<file path="src/rtl/fir_pkg.sv">
// fir_pkg: shared definitions for the configurable FIR slice.
//   fir_state_e : coefficient-bank state encoding (RUN=0, LOAD=1)
//   sum_width() : full-precision width of the tap sum
package fir_pkg;

    typedef enum logic {
        ST_RUN  = 1'b0,
        ST_LOAD = 1'b1
    } fir_state_e;

    // Product width plus enough guard bits to add NTAPS products without overflow.
    function automatic int unsigned sum_width(input int unsigned xw,
                                              input int unsigned cw,
                                              input int unsigned ntaps);
        return xw + cw + unsigned'($clog2(ntaps));
    endfunction

endpackage

</file>
<file path="src/rtl/fir_pipe_cfg_if.sv">
// fir_pipe_cfg_if: sample, coefficient-load and result signals of the FIR.
//   master : drives in_valid, x_n, flush, coef_start, coef_valid, coef_in
//   slave  : drives in_ready, coef_done, out_valid, y_n
interface fir_pipe_cfg_if #(
    parameter int unsigned XW = 6,
    parameter int unsigned CW = 4,
    parameter int unsigned YW = 8
);
    logic                 in_valid;
    logic                 in_ready;
    logic signed [XW-1:0] x_n;
    logic                 flush;
    logic                 coef_start;
    logic                 coef_valid;
    logic signed [CW-1:0] coef_in;
    logic                 coef_done;
    logic                 out_valid;
    logic signed [YW-1:0] y_n;

    modport master (
        output in_valid, x_n, flush, coef_start, coef_valid, coef_in,
        input  in_ready, coef_done, out_valid, y_n
    );

    modport slave (
        input  in_valid, x_n, flush, coef_start, coef_valid, coef_in,
        output in_ready, coef_done, out_valid, y_n
    );
endinterface

</file>
<file path="src/rtl/fir_coef_bank.sv">
// fir_coef_bank: coefficient registers, load index and RUN/LOAD state.
//   clk, reset        : clock, synchronous active-high reset
//   coef_start        : (re)start a load at tap 0
//   coef_valid/coef_in: coefficient stream, tap 0 first (ignored in RUN)
//   coef              : current coefficients (reset to pass-through)
//   in_ready          : high in RUN, low while loading
//   coef_done         : one-cycle pulse after the last tap is written
module fir_coef_bank
    import fir_pkg::*;
#(
    parameter int unsigned NTAPS = 8,
    parameter int unsigned CW    = 4
) (
    input  logic                 clk,
    input  logic                 reset,
    input  logic                 coef_start,
    input  logic                 coef_valid,
    input  logic signed [CW-1:0] coef_in,
    output logic signed [CW-1:0] coef [NTAPS],
    output logic                 in_ready,
    output logic                 coef_done
);
    localparam int unsigned IW = $clog2(NTAPS);
    localparam logic [IW-1:0] LAST_IDX = IW'(NTAPS - 1);

    fir_state_e    state;
    logic [IW-1:0] idx;

    // Load FSM: coef_start always restarts at tap 0; the final write returns to RUN.
    always_ff @(posedge clk) begin
        if (reset) begin
            state     <= ST_RUN;
            idx       <= '0;
            coef_done <= 1'b0;
            for (int unsigned k = 0; k < NTAPS; k++) begin
                coef[k] <= '0;
            end
            coef[0] <= CW'(1);
        end else begin
            coef_done <= 1'b0;
            case (state)
                ST_RUN: begin
                    if (coef_start) begin
                        state <= ST_LOAD;
                        idx   <= '0;
                    end
                end
                ST_LOAD: begin
                    if (coef_start) begin
                        idx <= '0;
                    end else if (coef_valid) begin
                        coef[idx] <= coef_in;
                        if (idx == LAST_IDX) begin
                            idx       <= '0;
                            coef_done <= 1'b1;
                            state     <= ST_RUN;
                        end else begin
                            idx <= idx + IW'(1);
                        end
                    end
                end
                default: state <= ST_RUN;
            endcase
        end
    end

    // Decode of the one-bit state register.
    assign in_ready = (state == ST_RUN);

endmodule

</file>
<file path="src/rtl/fir_pipe_cfg.sv">
// fir_pipe_cfg: reloadable direct-form FIR, two-stage pipeline.
//   clk, reset : clock, synchronous active-high reset
//   bus        : sample input (in_valid/in_ready/x_n), flush, coefficient
//                load (coef_start/coef_valid/coef_in/coef_done) and the
//                saturated result (out_valid/y_n, 2 cycles after accept)
module fir_pipe_cfg
    import fir_pkg::*;
#(
    parameter int unsigned NTAPS = 8,
    parameter int unsigned XW    = 6,
    parameter int unsigned CW    = 4,
    parameter int unsigned YW    = 8,
    parameter int unsigned SHIFT = 0
) (
    input logic         clk,
    input logic         reset,
    fir_pipe_cfg_if.slave bus
);
    localparam int unsigned PW = XW + CW;
    localparam int unsigned SW = sum_width(XW, CW, NTAPS);
    localparam logic signed [SW-1:0] Y_MAX = SW'((2 ** (YW - 1)) - 1);
    localparam logic signed [SW-1:0] Y_MIN = ~Y_MAX;

    logic signed [CW-1:0] coef      [NTAPS];
    logic signed [XW-1:0] dline     [NTAPS];
    logic signed [XW-1:0] dline_nxt [NTAPS];
    logic signed [PW-1:0] prod_q    [NTAPS];
    logic signed [SW-1:0] sum_c;
    logic signed [SW-1:0] shifted_c;
    logic signed [YW-1:0] sat_c;
    logic                 accept;
    logic                 take;
    logic                 prod_valid;

    fir_coef_bank #(
        .NTAPS (NTAPS),
        .CW    (CW)
    ) u_coef_bank (
        .clk        (clk),
        .reset      (reset),
        .coef_start (bus.coef_start),
        .coef_valid (bus.coef_valid),
        .coef_in    (bus.coef_in),
        .coef       (coef),
        .in_ready   (bus.in_ready),
        .coef_done  (bus.coef_done)
    );

    assign accept = bus.in_valid && bus.in_ready;
    // A sample arriving with flush is dropped along with the history.
    assign take   = accept && !bus.flush;

    // Delay line contents as they will be after this accept.
    always_comb begin
        dline_nxt[0] = bus.x_n;
        for (int unsigned k = 1; k < NTAPS; k++) begin
            dline_nxt[k] = dline[k-1];
        end
    end

    // Full-precision sum, arithmetic shift, then clamp to the output range.
    always_comb begin
        sum_c = '0;
        for (int unsigned k = 0; k < NTAPS; k++) begin
            sum_c = sum_c + SW'(prod_q[k]);
        end
        shifted_c = sum_c >>> SHIFT;
        if (shifted_c > Y_MAX) begin
            sat_c = {1'b0, {(YW-1){1'b1}}};
        end else if (shifted_c < Y_MIN) begin
            sat_c = {1'b1, {(YW-1){1'b0}}};
        end else begin
            sat_c = YW'(shifted_c);
        end
    end

    // Delay line, multiply stage and sum stage.
    always_ff @(posedge clk) begin
        if (reset) begin
            for (int unsigned k = 0; k < NTAPS; k++) begin
                dline[k]  <= '0;
                prod_q[k] <= '0;
            end
            prod_valid    <= 1'b0;
            bus.out_valid <= 1'b0;
            bus.y_n       <= '0;
        end else begin
            if (bus.flush) begin
                for (int unsigned k = 0; k < NTAPS; k++) begin
                    dline[k] <= '0;
                end
            end else if (accept) begin
                for (int unsigned k = 0; k < NTAPS; k++) begin
                    dline[k] <= dline_nxt[k];
                end
            end

            prod_valid <= take;
            if (take) begin
                for (int unsigned k = 0; k < NTAPS; k++) begin
                    prod_q[k] <= PW'(coef[k]) * PW'(dline_nxt[k]);
                end
            end

            bus.out_valid <= prod_valid;
            if (prod_valid) begin
                bus.y_n <= sat_c;
            end
        end
    end

endmodule
</file>
<file path="src/flat_wrapper.sv">
// flat-port wrapper written by rule: the top's interface ports become plain ports
module fir_pipe_cfg_flat import fir_pkg::*;
#(
    parameter int unsigned NTAPS = 8,
    parameter int unsigned XW    = 6,
    parameter int unsigned CW    = 4,
    parameter int unsigned YW    = 8,
    parameter int unsigned SHIFT = 0
)
  (clk, reset, bus_in_valid, bus_x_n, bus_flush, bus_coef_start, bus_coef_valid, bus_coef_in, bus_in_ready, bus_coef_done, bus_out_valid, bus_y_n);
  fir_pipe_cfg_if #(.XW(XW), .CW(CW), .YW(YW)) bus_i ();
  input logic clk;
  input logic reset;
  input wire logic [$bits(bus_i.in_valid)-1:0] bus_in_valid;
  input wire logic [$bits(bus_i.x_n)-1:0] bus_x_n;
  input wire logic [$bits(bus_i.flush)-1:0] bus_flush;
  input wire logic [$bits(bus_i.coef_start)-1:0] bus_coef_start;
  input wire logic [$bits(bus_i.coef_valid)-1:0] bus_coef_valid;
  input wire logic [$bits(bus_i.coef_in)-1:0] bus_coef_in;
  output wire logic [$bits(bus_i.in_ready)-1:0] bus_in_ready;
  output wire logic [$bits(bus_i.coef_done)-1:0] bus_coef_done;
  output wire logic [$bits(bus_i.out_valid)-1:0] bus_out_valid;
  output wire logic [$bits(bus_i.y_n)-1:0] bus_y_n;
  assign bus_i.in_valid = bus_in_valid;
  assign bus_i.x_n = bus_x_n;
  assign bus_i.flush = bus_flush;
  assign bus_i.coef_start = bus_coef_start;
  assign bus_i.coef_valid = bus_coef_valid;
  assign bus_i.coef_in = bus_coef_in;
  assign bus_in_ready = bus_i.in_ready;
  assign bus_coef_done = bus_i.coef_done;
  assign bus_out_valid = bus_i.out_valid;
  assign bus_y_n = bus_i.y_n;
  fir_pipe_cfg #(.NTAPS(NTAPS), .XW(XW), .CW(CW), .YW(YW), .SHIFT(SHIFT)) u_core (.clk(clk), .reset(reset), .bus(bus_i));
endmodule
</file>
<file path="config.mk">
export PLATFORM = sky130hd
export DESIGN_NAME = fir_pipe_cfg_flat
export DESIGN_NICKNAME = d
export VERILOG_FILES = /design/src/rtl/fir_pkg.sv /design/src/rtl/fir_pipe_cfg_if.sv /design/src/rtl/fir_coef_bank.sv /design/src/rtl/fir_pipe_cfg.sv /design/src/flat_wrapper.sv
export SDC_FILE = /design/constraint.sdc
export NUM_CORES = 1
export LEC_CHECK = 0
export CAP_MARGIN = 15
export CORE_UTILIZATION = 47
export CTS_BUF_LIST = sky130_fd_sc_hd__clkbuf_4
export CTS_CLUSTER_DIAMETER = 80
export CTS_CLUSTER_SIZE = 8
export DETAILED_ROUTE_END_ITERATION = 10
export GPL_ROUTABILITY_DRIVEN = 0
export PLACE_DENSITY = 0.7
export SLEW_MARGIN = 5
export SYNTH_ARGS = -nofsm -noshare
export SYNTH_HDL_FRONTEND = slang
export SYNTH_SLANG_ARGS = --single-unit
</file>
<file path="constraint.sdc">
create_clock -name clk -period 17 [get_ports clk]
set_input_delay 1.7 -clock clk [delete_from_list [all_inputs] [get_ports clk]]
set_output_delay 1.7 -clock clk [all_outputs]
set_load 0.1 [all_outputs]
</file>
### After elaboration in Yosys (flattened, before gate mapping)

Memories as Yosys holds them, arrays and structs flattened.
Cells that the tools add are included.

* $add $sub $neg: 8
* multiply operators: 8
* magnitude comparators: 4
* eq/ne operators: 3
* mux-type cells: 52
* bitwise operators: 28
* reductions and logical operators: 7

Operator list (number)
* two-way mux 6 bit: 16
* multiplier 4 x 6 -> 10 bit: 8
* two-way mux 10 bit: 8
* adder 13 x 10 -> 13 bit: 5
* bitwise mux 32 bit: 1
* OR 1 bit: 24
* two-way mux 1 bit: 17
* two-way mux 8 bit: 2
* > comparator 13 x 8 -> 1 bit (second input constant): 1
* < comparator 13 x 8 -> 1 bit (second input constant): 1
* adder 11 x 10 -> 12 bit: 1
* demux 4 bit (select 3 bit): 1
* two-way mux 3 bit: 4
* adder 10 x 10 -> 11 bit: 1
* case mux 3 bit (2 select lines): 1
* greater-or-equal comparator 4 bit (second input constant): 1
* < comparator 4 x 1 -> 1 bit (second input constant): 1
* two-way mux 4 bit: 1
* NOT 3 -> 4 bit: 1
* OR reduction 4 bit: 1
* adder 3 x 1 -> 3 bit (second input constant): 1
* equality test 3 bit (second input constant): 1
* logical AND 1 bit: 3
* != test 3 bit (second input constant): 1
* other kinds (6): 8

* bits in registers: 47
* RAM bits: 128
* bits of input ports: 16
* output and inout port bits: 11
* word-level logic and storage cells: 126
* memories: 2

Memories
* u_core.prod_q: words 8, bits a word 10, rd ports 8, clocked after Yosys merged registers in 0, write ports 8, line fir_pipe_cfg.sv:27 `logic signed [PW-1:0] prod_q [NTAPS];`
* u_core.dline: words 8, bits a word 6, rd ports 7, clocked after Yosys merged registers in 0, write ports 8, line fir_pipe_cfg.sv:25 `logic signed [XW-1:0] dline [NTAPS];`

### Depth between registers and ports, before layout

* depth in word-level cells: 10
* mapped depth: 25
* gate-level depth less buffers: 24

### By module

A second synthesis with hierarchy kept.

* cell total of the unflattened synthesis: 1426
* area, all modules: 14931.8 µm²

By module, submodules not included
* fir_pipe_cfg: times used 1, cells an instance 1284, area an instance 13417.9 µm²
* fir_coef_bank: times used 1, cells an instance 142, area an instance 1514.0 µm²

### Worst setup path before layout

OpenSTA, ideal clock, no wires.

* path kind: input -> register
* start point: input port bus_in_valid
* end point: memory u_core.prod_q[0][0] (netlist bit) (enable)
* setup time: 0.535 ns
* arrival time: 5.623 ns
* slack: 10.842 ns
* stages: 2
* buffers on the path: 0
* path through: nand2_1 o21bai_1

RTL lines
* start, declared: line flat_wrapper.sv:14 `input wire logic [$bits(bus_i.in_valid)-1:0] bus_in_valid;`
* end, declared: line fir_pipe_cfg.sv:27

==> metrics.md <==
| Metric | Value |
|---|---|
| Top cell type's share of synthesized area | a little under a quarter |
| # DRC | 2 |
| Vias per cell | 5.05 |
| Failing checks | DRC |
| Worst path max stage delay | between 0.5 and 0.6 ns |
| Worst Hold Path Cells | 2 |
| GRT Residual Overflow | 0 |
| Min-Delay Path Class | reg -> reg |
| Compound-Gate Fraction of Synth Area | 6.05% |
| Relative slew margins | 31.5% |
| Final worst path period share | 37.8% |
| Drt pass-1 iters | 10 |
| Share of cells above drive strength 1 | 3.34% |
| Syn avg cell area | 10.4 um2 |
| Status | finished, violations left |
| Cell taking the most area after synthesis | edfxtp_1 |
| Critical Path, Cell by Cell | inv_1, fa_1, inv_1, ha_1, a21o_1, a21oi_1, o21bai_1, a2111o_1, a31o_2, a21oi_1, xnor2_1, fa_1, inv_1, fa_1, fa_1, inv_1, ha_1, o21a_1, a21oi_1, o22ai_1, o211ai_1, or4_4, and3_4, a2111oi_2 |
| Post-Route WL | 28,600 um |
| Asr flop ratio synth | 0% |
| RSZ-0062 raised after global routing | false |
| Vias in the first global route | around 9,700 |
| Post-synthesis xor/xnor area fraction | 4.95% |
| Actual slew at the worst max-slew pin | 1.03 ns |
| Post-cts resize count | 0 |
| Cts hold-fix bufs | 0 |
| CORE AREA | 30,800 um2 |
| Layout fillers | 2,670 |
| Hold wc startpoint | u_core.dline[0][4]$_SDFFE_PP0P_ |
| WL/cell | 15.3 um |
| Starting Density | 48.2% |
| Power Total | 1430 uW |
| Slowest CP cell | or4_4 |
| Reg2reg setup slack | 10.58 ns |
| CP Max Fanout | 7 |
| Dpl cell area | 15,500 um2 |
| Dpl hpwl | 23,200 um |
| DRT antenna net count | 0 |
| Clock sinks | 169 |
| First-pass GRT wire length | around 48,000 um |
| Final Skew | 0.0309 ns |
| Register area | 4540 um2 |
| Final hold viol count | 0 |
| Die ar. | ~32,000 um2 |
| VDD IR-drop max | 0.0000729 V |
| Fmax | 156 MHz |
| Finished Cell Area | 15,900 um2 |
| Hold Path Sink | u_core.dline[0][4]$_SDFFE_PP0P_ |
| IO Pins | 27 |
| Critical path arrival | 6.90 ns |
| Die W | 180 um |
| Post-synth EDFFs | 116 |
| CTS root buffer | clkbuf_4 |
| Post-layout minimum cycle time | 6.42 ns |
| Final Slew Violations | 0 |
| CP Capture Type | flip-flop |
| R2R Path End | u_core.bus.y_n[5]$_SDFFE_PP0P_ |
| Synthesized area | approximately 15,000 um2 |
| Clock tree buffer depth | 2 |
| Post-synthesis adder-cell area fraction | 34.3% |
| Seq/Total Area, Yosys | 30.6% |
| MaxCap Viol Count | 0 |
| Gr usage total | a little under a fifth |
| Worst Path Buf+Inv | 4 |
| Most used DFF post-synth | edfxtp_1 |
| Worst-path clk slew | approximately 0.16 ns |
| Required @ worst endpoint | around 17 ns |
| Fin Setup TNS | 0 ns |
| CTS H-tree lvls | 4 |
| Routed via count | approximately 9,400 |
| Area occupied by multi-input gates | around 9300 um2 |
| Synth cell count leaders | inv_1, fa_1, ha_1 |
| Flops & latches, synth | 169 |
| Synth Net Count | 1,762 |
| Nets | 1,782 |
| Top area cells in the synthesized netlist | edfxtp_1, fa_1, ha_1, dfxtp_1, inv_1 |
| Postcts setup bufs | 0 |
| Layout Area Growth over Synthesis | 6.69% |
| Netlist cell types | 55 |
| Critical Path Start Type | flip-flop |
| Largest net degree at the start of global routing | 81 |
| Largest family of logic cells by synthesized area | adder cells |
| CP delay by family, top | adder cells |
| Worst skew pair latency | 0.57 ns |
| CTS tree | yes |
| Worst reg2reg path depth | 24 |
| Ys Warns | 0 |
| Initial antenna violation count | 1 |
| Post-Synth Simple-Gate Area | 15.1% |
| Leakage | 0.00788 uW |
| CTS Buf Count | 17 |
| Worst reg2reg startpoint | u_core.prod_q[0][2]$_SDFFCE_PN0P_ |
| Multiplexer share of the synthesized area | 2.30% |
| CP Class | reg -> reg |
| DRT iter0 DRCs | 655 |
| Power Dens Cells | approximately 90 nW/um2 |
| Synth Instances | about 1,400 |
| Chip height | around 180 um |
| Dominant cell by count in the synthesized netlist | inv_1 |
| FP Rows | 64 |
| Buffers on Ports | 26 |
| # setup viols final | 0 |
-- registers in the layout (all words and copies together) (netlist names) --
register / flops
u_core.u_coef_bank.idx: 3
u_core.prod_q: 80
u_core.bus.y_n: 8
u_core.dline: 42
u_core.bus.out_valid: 1
u_core.prod_valid: 1
u_core.u_coef_bank.state: 1
u_core.u_coef_bank.coef: 32
u_core.u_coef_bank.coef_done: 1
-- placed cells by master (no fill, tap or decap), types with 5 or more instances in the layout --
cell type | netlist | routed
xor2_1 | 24 | 24
o21ai_0 | 21 | 21
buf_4 | 0 | 5
and2_1 | 125 | 125
edfxtp_1 | 116 | 116
ha_1 | 151 | 151
clkbuf_4 | 0 | 17
fa_1 | 160 | 160
nor2b_1 | 26 | 26
or3_1 | 5 | 5
clkdlybuf4s50_1 | 0 | 25
mux2i_1 | 33 | 33
nor3_1 | 16 | 16
nor2_1 | 106 | 106
dfxtp_1 | 53 | 53
xnor2_1 | 60 | 60
inv_6 | 0 | 6
o21bai_1 | 7 | 6
and3_1 | 7 | 7
a21oi_1 | 39 | 39
nand2_1 | 95 | 95
inv_1 | 236 | 236
a21o_1 | 37 | 37
nand2b_1 | 42 | 42
-- layout make-up --
type | instances | area share, %
antenna | 1 | 0.0158
clock buffer | 17 | 0.805
clock inverter | 15 | 1.18
inverter | 236 | 5.59
multi-input combinational | 1000 | 58.8
sequential | 169 | 28.7
tap | 396 | 3.13
timing repair buffer | 31 | 1.85
-- how the worst max path moves through the flow --
stage | startpoint | end | cells after the start
detailed placement | u_core.prod_q[0][2]$_SDFFCE_PN0P_ | u_core.bus.y_n[5]$_SDFFE_PP0P_ | 24
floorplan | bus_in_valid | u_core.prod_q[0][0]$_SDFFCE_PN0P_ | 2
global placement | u_core.prod_q[0][2]$_SDFFCE_PN0P_ | u_core.bus.y_n[5]$_SDFFE_PP0P_ | 24
finish | u_core.prod_q[0][2]$_SDFFCE_PN0P_ | u_core.bus.y_n[5]$_SDFFE_PP0P_ | 24
CTS | u_core.prod_q[0][2]$_SDFFCE_PN0P_ | u_core.bus.y_n[5]$_SDFFE_PP0P_ | 24
global route | u_core.prod_q[0][2]$_SDFFCE_PN0P_ | u_core.bus.y_n[4]$_SDFFE_PP0P_ | 24
-- kinds of logic (layout without fill, tap and decap cells) --
| family | count (synthesis) | after routing |
|---|---|---|
| flops | 169 | 169 |
| fa+ha+maj | 311 | 311 |
| mux | 34 | 34 |
| simple gates | 438 | 438 |
| buf+inv | 266 | 299 |
| other cells | 0 | 1 |
| xor+xnor | 84 | 84 |
| compound gates | 133 | 133 |
-- per-stage QoR --
| step | hold WS [ns] | instances | setup slack [ns] | util, % |
|---|---|---|---|---|
| after floorplan | 0.465 | 1435 | 10.84 | - |
| final | 0.539 | 1865 | 10.58 | 51.4 |
| after global routing | 0.561 | 1865 | 10.24 | 51.4 |
| after global placement | 0.506 | 1832 | 10.75 | 50.4 |
| after detailed placement | 0.521 | 1832 | 10.59 | 50.4 |
| after CTS | 0.541 | 1864 | 10.57 | 51.4 |
-- worst min-delay path, stage by stage, from the launching register on --
cell and delay (ns):
dfxtp_1 0.38, nand2_1 0.07, a21oi_1 0.06
-- metal layers --
metal	vias to the layer above	wire length (um)	GRT usage, %
li1	4639	-	-
met2	183	13100	30.1
met4	0	461	5.66
met1	4570	14000	26.4
met5	-	0	0
met3	31	1040	2.39
-- power breakdown --
group	leakage [uW]	switching, uW	internal, uW
Combinational	0.00602	423	265
Clock	0.000173	153	106
Sequential	0.00169	17.3	461
Total	0.00788	593	832
(Power assumes the default switching activity.)
